`src/rtl/inert_intf_pkg.sv`:
```
// Shared types and SPI command words for the inertial sensor sequencer.
package inert_pkg;

   typedef enum logic [3:0] {
      INIT1, INIT2, INIT3, INIT4, INITW, WAIT, PL, PH, ZL, ZH
   } state_t;

   localparam logic [15:0] CMD_INT_EN    = 16'h0D02;
   localparam logic [15:0] CMD_ACCEL_CFG = 16'h1053;
   localparam logic [15:0] CMD_GYRO_CFG  = 16'h1150;
   localparam logic [15:0] CMD_ROUND     = 16'h1460;
   localparam logic [15:0] CMD_RD_PTCHL  = 16'hA200;
   localparam logic [15:0] CMD_RD_PTCHH  = 16'hA300;
   localparam logic [15:0] CMD_RD_AZL    = 16'hAC00;
   localparam logic [15:0] CMD_RD_AZH    = 16'hAD00;

endpackage

```
`src/rtl/inert_intf.sv`:
```
// Inertial sensor sequencer: one-shot config writes, then a 4-read burst per
// data-ready interrupt, presenting pitch rate and AZ to the integrator.
module inert_intf
   import inert_pkg::*;
#(
   parameter int INIT_WAIT_BITS = 16
) (
   input  logic        clk,
   input  logic        rst_n,
   input  logic        INT,
   input  logic        done,
   input  logic [15:0] rd_data,
   output logic        wrt,
   output logic [15:0] cmd,
   output logic        vld,
   output logic [15:0] ptch_rt,
   output logic [15:0] AZ
);

   logic [INIT_WAIT_BITS-1:0] timer;
   logic                      ff1, ff2, ff3;
   logic                      int_evt;
   state_t                    state;
   logic [7:0]                ptch_l, ptch_h, az_l;
   logic                      unused_hi;

   // sensor returns register contents in the low byte only
   assign unused_hi = ^rd_data[15:8];

   always_ff @(posedge clk or negedge rst_n) begin
      if (!rst_n)
         timer <= '0;
      else if (!(&timer))
         timer <= timer + 1'b1;
   end

   always_ff @(posedge clk or negedge rst_n) begin
      if (!rst_n) begin
         ff1 <= 1'b0;
         ff2 <= 1'b0;
         ff3 <= 1'b0;
      end else begin
         ff1 <= INT;
         ff2 <= ff1;
         ff3 <= ff2;
      end
   end

   assign int_evt = ff2 & ~ff3;

   always_ff @(posedge clk or negedge rst_n) begin
      if (!rst_n) begin
         state   <= INIT1;
         wrt     <= 1'b0;
         cmd     <= 16'h0000;
         vld     <= 1'b0;
         ptch_rt <= 16'h0000;
         AZ      <= 16'h0000;
         ptch_l  <= 8'h00;
         ptch_h  <= 8'h00;
         az_l    <= 8'h00;
      end else begin
         wrt <= 1'b0;
         vld <= 1'b0;
         case (state)
            INIT1: if (&timer) begin
               wrt <= 1'b1; cmd <= CMD_INT_EN; state <= INIT2;
            end
            INIT2: if (done) begin
               wrt <= 1'b1; cmd <= CMD_ACCEL_CFG; state <= INIT3;
            end
            INIT3: if (done) begin
               wrt <= 1'b1; cmd <= CMD_GYRO_CFG; state <= INIT4;
            end
            INIT4: if (done) begin
               wrt <= 1'b1; cmd <= CMD_ROUND; state <= INITW;
            end
            INITW: if (done) state <= WAIT;
            // interrupts seen in any other state are dropped, not queued
            WAIT: if (int_evt) begin
               wrt <= 1'b1; cmd <= CMD_RD_PTCHL; state <= PL;
            end
            PL: if (done) begin
               ptch_l <= rd_data[7:0];
               wrt <= 1'b1; cmd <= CMD_RD_PTCHH; state <= PH;
            end
            PH: if (done) begin
               ptch_h <= rd_data[7:0];
               wrt <= 1'b1; cmd <= CMD_RD_AZL; state <= ZL;
            end
            ZL: if (done) begin
               az_l <= rd_data[7:0];
               wrt <= 1'b1; cmd <= CMD_RD_AZH; state <= ZH;
            end
            // both outputs update on the same edge so the integrator never sees a torn sample
            ZH: if (done) begin
               ptch_rt <= {ptch_h, ptch_l};
               AZ      <= {rd_data[7:0], az_l};
               vld     <= 1'b1;
               state   <= WAIT;
            end
            default: state <= INIT1;
         endcase
      end
   end

endmodule

```
`config.mk`:
```
export PLATFORM = sky130hd
export DESIGN_NAME = inert_intf
export DESIGN_NICKNAME = d
export VERILOG_FILES = /design/src/rtl/inert_intf_pkg.sv /design/src/rtl/inert_intf.sv
export SDC_FILE = /design/constraint.sdc
export NUM_CORES = 1
export LEC_CHECK = 0
export ABC_AREA = 1
export ABC_CLOCK_PERIOD_IN_PS = 3900
export BUFFER_PORTS_ARGS = -buffer_cell sky130_fd_sc_hd__buf_4
export CAP_MARGIN = 10
export CORE_ASPECT_RATIO = 0.5
export CORE_MARGIN = 1.5
export CORE_UTILIZATION = 59
export DETAILED_ROUTE_END_ITERATION = 16
export PLACE_DENSITY = 0.84
export SYNTH_ARGS = -nofsm -noshare
export SYNTH_HDL_FRONTEND = slang
export SYNTH_SLANG_ARGS = --single-unit
```
`constraint.sdc`:
```
create_clock -name clk -period 3.9 [get_ports clk]
set_input_delay 0.39 -clock clk [delete_from_list [all_inputs] [get_ports clk]]
set_output_delay 0.39 -clock clk [all_outputs]
set_load 0.01 [all_outputs]
```
==> results.ini, run 1 <==
[worst_setup_path]
cp-startpoint = state[1]
cp.arrival_ns = 2.69
worstPathMaxFanout = 40
critical_path_class = reg2reg
r2r_start = state[1]
critPathCaptureType = flip-flop
critPathLaunchType = flip-flop
cp.required_ns = 4.08

[floorplanning]
die_w_um = 118.1
row_count = 20
dieArea_sq_um = 7147
pin_count = 70
start_util = 0.6269
dieHeight_um = 60.54
coreArea_sq_um = 6231

[timing]
fin_crit_ns = 2.507
finClkSkew_ns = 0.01017
hold_viol_final = 0
fin_crit_sh = 0.6429
fin_setup_tns_ns = 0
relSlewSlack = 0.2404
hold_ws_ns = 0.1642
rsz0062_at_grt = false
slew_violations = 0
tightestPinTransition_ns = 1.138
setup_violations = 0
fmax_mhz = 398.8

[synthesis]
synth_edf_count = 0
avgSynthCellArea_sq_um = 8.858
synth_top_area_frac = 0.5830
yosysTopAreaCell = dfrtp_1
synth_area_leaders = dfrtp_1 58%, nand2_1 17%, inv_1 3.2%
synth_common_cells = 182 x nand2_1, 91 x dfrtp_1, 33 x inv_1
syn_area_sq_um = 3906
dominantRegCellSynth = dfrtp_1
yosysUniqueCellTypes = 32
synth_seq_cells = 91
synth.most_common_cell = nand2_1
async_flop_share = 1.000
yosysWarnings = 0
seq_area_frac_synth = 0.5830
synth_cells = 441

[detailed_routing]
dr_wl_met3_um = 367
highest_layer = met4
drt-total-wl_mm = 7.612
via_count = 2958
first_iter_violations = 155
avgViaCountPerCell = 5.031
antenna_left = 0
wl_met2_mm = 3.695
m1WireLength_mm = 3.495
drc = 0
post_drt_wl_per_cell_um = 12.95
dr.pass1.iters = 5

[grt]
grt_usage = 0.2340
grt_pass1_vias = 2770
grt_max_degree = 92
grt_overflow_total = 0
grt_pass1_wl_mm = 12.90
antenna_found_initial = 0

[clock_tree]
clock_latency_ns = 0.34
htree_levels = 3
cts_made_buffers = 9
cts_tree = yes
ctsHoldBuffers = 0
root_buffer = clkbuf_16
clockBufferDepth = 2
postCtsSetupBuffers = 0
clkSinkCount = 91
cts_resized = 0
cts.clk_slew.worst_paths_ns = 0.07

[power_and_ir_drop]
p_seq_frac = 0.517
p_per_area_nw_per_um2 = 398.7
p_leak_uw = 0.002560
internal_power_uw = 1414
power_frac_clock = 0.456
p_sw_frac = 0.2326
net-switching-power_uw = 428.5
combPwrFrac = 0.027
ir_drop_uv = 246.7

[outcome]
status = finished clean

[hold_path]
hp-start = INT
min_path_type = in2reg

[place]
placed_cells = 572
port_buffers = 57
hpwl_mm = 5.013
gp_congestion = 0.8464

[finish]
layoutNonFillerInstCount = 588
fin_util = 0.7416
nets = 516
areaGrowthSynthToFinish_pct = 18.29
nFillCells = 463
diodes = 0
drive_above_1_share = 0.1900

[job]
timing.max_cap.violations = 0

## metal layers
| layer | global-route usage | vias up |
|---|---|---|
| met5 | 0 | - |
| met4 | 0.07491 | 0 |
| met3 | 0.06015 | 6 |
| met2 | 0.4061 | 79 |
| met1 | 0.3004 | 1410 |
| li1 | - | 1463 |
## cell usage in the layout (no fill, tap or decap), types with 3 or more instances in the layout
cell / netlist / final
inv_6: 0 / 4
nor2_1: 26 / 26
o21ai_1: 11 / 11
conb_1: 1 / 4
inv_1: 33 / 33
nand2_1: 182 / 182
nor3_1: 3 / 3
xor2_1: 6 / 6
o21ai_2: 8 / 8
nand2_2: 4 / 4
dfrtp_1: 91 / 91
buf_4: 6 / 57
clkbuf_16: 0 / 9
nand3_1: 17 / 17
o21ai_0: 21 / 21
xnor2_1: 4 / 4
## sequential cells by signal, indices dropped and copies added (netlist names)
register,cells
ptch_l,8
wrt,1
state,4
ff1,1
ptch_h,8
cmd,10
ff2,1
timer,16
AZ,16
ff3,1
ptch_rt,16
az_l,8
vld,1
## power groups by stage
stage,Clock (uW),Combinational [uW],Sequential (uW)
6_report,841,49.2,952
5_1_grt,892,55.9,953
4_1_cts,849,50.8,952
3_5_place_dp,0,50.7,970
3_3_place_gp,0,49.4,970
2_1_floorplan,0,13.5,972
## cells by family (layout without fill, tap and decap cells)
kind of cell	after synthesis	in the layout	synth area share
AND/OR/NAND/NOR	245	245	0.2630
flip-flops	91	91	0.5830
buffers and inverters	51	107	0.06534
AO/OA/AOI/OAI	42	42	0.06214
XOR/XNOR	10	10	0.02242
adder cells (fa/ha/maj)	1	1	0.003203
other	1	4	0.0009600
## final cells by class
type,instances,area (sq um),share of cell area
Sequential cell,91,2277,0.4928
Multi-Input combinational cell,302,1385,0.2998
Timing Repair Buffer,57,427.9,0.09261
Clock buffer,9,225.2,0.04874
Inverter,34,127.6,0.02762
Tap cell,88,110.1,0.02383
Clock inverter,7,67.56,0.01462
## metrics by stage
stage / power [uW] / area (sq um) / setup slack [ns]
6_report: 1842 / 4621 / 1.393
4_1_cts: 1852 / 4621 / 1.393
2_1_floorplan: 985.6 / 3918 / 2.454
3_5_place_dp: 1021 / 4328 / 1.455
3_3_place_gp: 1020 / 4328 / 1.549
5_1_grt: 1901 / 4621 / 1.203
## path summary, 6_finish.rpt
check	endpoint	slack (ns)	depth (start not counted)
worst max-delay path	AZ[12]	1.39	6
max in group asynchronous	cmd[13]	2.93	1
min in group asynchronous	AZ[2]	0.24	1
worst min register to register	ff2	0.35	0
worst max register to register	AZ[12]	1.39	6
worst min-delay path	ff1	0.16	1
## worst max-delay path, stage by stage (launching register included)
cell and delay [ns]:
dfrtp_1 0.45, nor2_1 0.24, nand2_2 0.13, nor2_4 0.50, inv_1 0.69, nand2_1 0.25, o21ai_1 0.09
No activity file was read; power rests on OpenSTA's default activity.
==> run 2, diff against run 1 <==
- ABC_CLOCK_PERIOD_IN_PS: 3900 -> 2100
- CORE_UTILIZATION: 59 -> 50
- PLACE_DENSITY: 0.84 -> 0.76
- clock period: 3.9 -> 2.1 ns (I/O delays scaled with it)
==> run 2 against run 1 <==
Effect of this change:
- total power increased by 86%
- utilization decreased by 11 points
- global-route usage decreased by 2.9 points
- final cell count increased by 4.3%
- first-iteration DRC count increased by 39%
- clock skew decreased by 0.0015 ns
- sequential cell count unchanged
- maximum frequency increased by 41%
- count of clock-buffer cells in the layout increased by 1
- critical path type unchanged
==> results.ini, run 2 (synthesis gave the netlist of run 1 again) <==
[outcome]
status = finished clean

[clock_tree]
cts.clk_slew.worst_paths_ns = 0.06  ; about the same
postCtsSetupBuffers = 0  ; unchanged
clock_latency_ns = 0.34  ; about the same
htree_levels = 3  ; unchanged
cts_made_buffers = 9  ; unchanged
ctsHoldBuffers = 2  ; +2
clkSinkCount = 91  ; unchanged
cts_resized = 0  ; unchanged
cts_tree = yes
clockBufferDepth = 2  ; unchanged
root_buffer = clkbuf_16

[finish]
nFillCells = 658  ; +42%
diodes = 0  ; unchanged
areaGrowthSynthToFinish_pct = 20.44
final_cell_mix = 182 x nand2_1, 91 x dfrtp_1, 61 x buf_4
drive_above_1_share = 0.1921  ; +0.002079
layoutNonFillerInstCount = 613  ; +4.3%
layout_commonest_cell = nand2_1
top_regs = AZ: 16 flops, ptch_rt: 16 flops, timer: 16 flops
nets = 523  ; +1.4%
fin_util = 0.6307  ; -0.1109

[job]
timing.max_cap.violations = 0  ; unchanged

[power_and_ir_drop]
p_leak_uw = 0.002590  ; +1.2%
ir_drop_uv = 475.2  ; +93%
internal_power_uw = 2713  ; +92%
power_frac_clock = 0.453  ; -0.003
p_sw_frac = 0.2070  ; -0.02564
p_per_area_nw_per_um2 = 727.1  ; +82%
net-switching-power_uw = 708.0  ; +65%
combPwrFrac = 0.030  ; +0.003
p_seq_frac = 0.517  ; about the same

[timing]
slew_violations = 0  ; unchanged
relSlewSlack = 0.5539  ; +0.3134
tightestPinTransition_ns = 0.6676  ; -0.4705 ns
setup_slack_ns = 0.3241  ; -1.068 ns
fmax_mhz = 563.1  ; +41%
setup_violations = 0  ; unchanged
fin_setup_tns_ns = 0  ; unchanged
fin_crit_ns = 1.776  ; -0.7316 ns
fin_crit_sh = 0.8456  ; +0.2027
hold_ws_ns = 0.1714  ; +0.007165 ns
hold_viol_final = 0  ; unchanged
rsz0062_at_grt = false
finClkSkew_ns = 0.008666  ; -0.001499 ns

[place]
placed_cells = 597  ; +4.4%
port_buffers = 57  ; unchanged
hpwl_mm = 5.303  ; +5.8%
gp_congestion = 0.8647  ; +2.2%
pre_cts_ws_ns = 0.3504  ; -1.104 ns

[detailed_routing]
drt-total-wl_mm = 7.560  ; -0.68%
avgViaCountPerCell = 4.739  ; -5.8%
post_drt_wl_per_cell_um = 12.33  ; -4.7%
antenna_left = 0  ; unchanged
via_count = 2905  ; -1.8%
dr.pass1.iters = 4  ; -1
drc = 0  ; unchanged
first_iter_violations = 215  ; +39%

[worst_setup_path]
cp.arrival_ns = 1.99  ; -0.70 ns
critPathLaunchType = flip-flop
crit_chain = inv_1 > nor2_1 > nand2_1 > nor2_1 > nand2_1 > nand2_1 > o21ai_2
worstPathMaxFanout = 16  ; -60%
slowest_delay_ns = 0.44  ; -0.25 ns
cp.required_ns = 2.31  ; -1.77 ns
r2r_setup_slack_ns = 0.32  ; -1.07 ns
critical_path_class = reg2reg
cp_common_cell = nand2_1
crit_slowest_cell = dfrtp_1
critPathCaptureType = flip-flop

[floorplanning]
dieArea_sq_um = 8384  ; +17%
die_w_um = 128  ; +8.4%
pin_count = 70  ; unchanged
start_util = 0.5236  ; -0.1033
row_count = 22  ; +10%
dieHeight_um = 65.50  ; +8.2%
coreArea_sq_um = 7460  ; +20%

[grt]
grt_pass1_wl_mm = 13.08  ; +1.4%
grt_pass1_vias = 2794  ; +0.87%
grt_overflow_total = 0  ; unchanged
antenna_found_initial = 0  ; unchanged
grt_max_degree = 51  ; -45%
grt_usage = 0.2045  ; -0.02945

[hold_path]
min_path_type = in2reg

-- run 2: metrics by stage --
stage	instance area (sq um)	power, uW
after detailed placement	4403	1905
after global placement	4403	1903
after CTS	4705	3456
final	4705	3421
after floorplan	3918	1830
after global routing	4705	3550
-- run 2: cell type report --
type | count | area, sq um | area share
Clock buffer | 10 | 229.0 | 0.04867
Clock inverter | 4 | 52.55 | 0.01117
Inverter | 34 | 127.6 | 0.02713
Multi-Input combinational cell | 302 | 1385 | 0.2944
Sequential cell | 91 | 2277 | 0.4840
Tap cell | 108 | 135.1 | 0.02872
Timing Repair Buffer | 64 | 498.0 | 0.1059
-- run 2: path summary, 6_finish.rpt --
| path | start | endpoint | depth (start not counted) |
|---|---|---|---|
| max in group asynchronous | rst_n | az_l[5] | 3 |
| min | rd_data[4] | ptch_l[4] | 3 |
| min reg2reg | ff1 | ff2 | 0 |
| min in group asynchronous | rst_n | AZ[1] | 2 |
| max | state[2] | ptch_l[1] | 7 |
| max reg2reg | state[2] | ptch_l[1] | 7 |
-- run 2: metal layers --
metal  up-vias  wire length (um)  part of all wire  global-route usage
met3         8               343             0.045             0.06433
met1      1351              3668              0.49              0.2732
met5         -                 0                 0                   0
met2        66              3460              0.46              0.3206
met4         0                87             0.012             0.06882
li1       1480                 -                 -                   -
-- run 2: power by group through the flow --
stage / Clock, uW / Sequential (uW) / Combinational, uW
global route: 1660 / 1770 / 116
global placement: 0 / 1800 / 102
CTS: 1580 / 1770 / 106
floorplan: 0 / 1810 / 25.0
detailed placement: 0 / 1800 / 103
finish: 1550 / 1770 / 103
-- run 2: worst max-delay path: cells and delay by family (launching register included) --
kind | cells | cell delay, ns
DFF | 1 | 0.44
AOI/OAI and AO/OA | 1 | 0.07
and+or+nand+nor | 5 | 1.02
buffers and inverters | 1 | 0.12
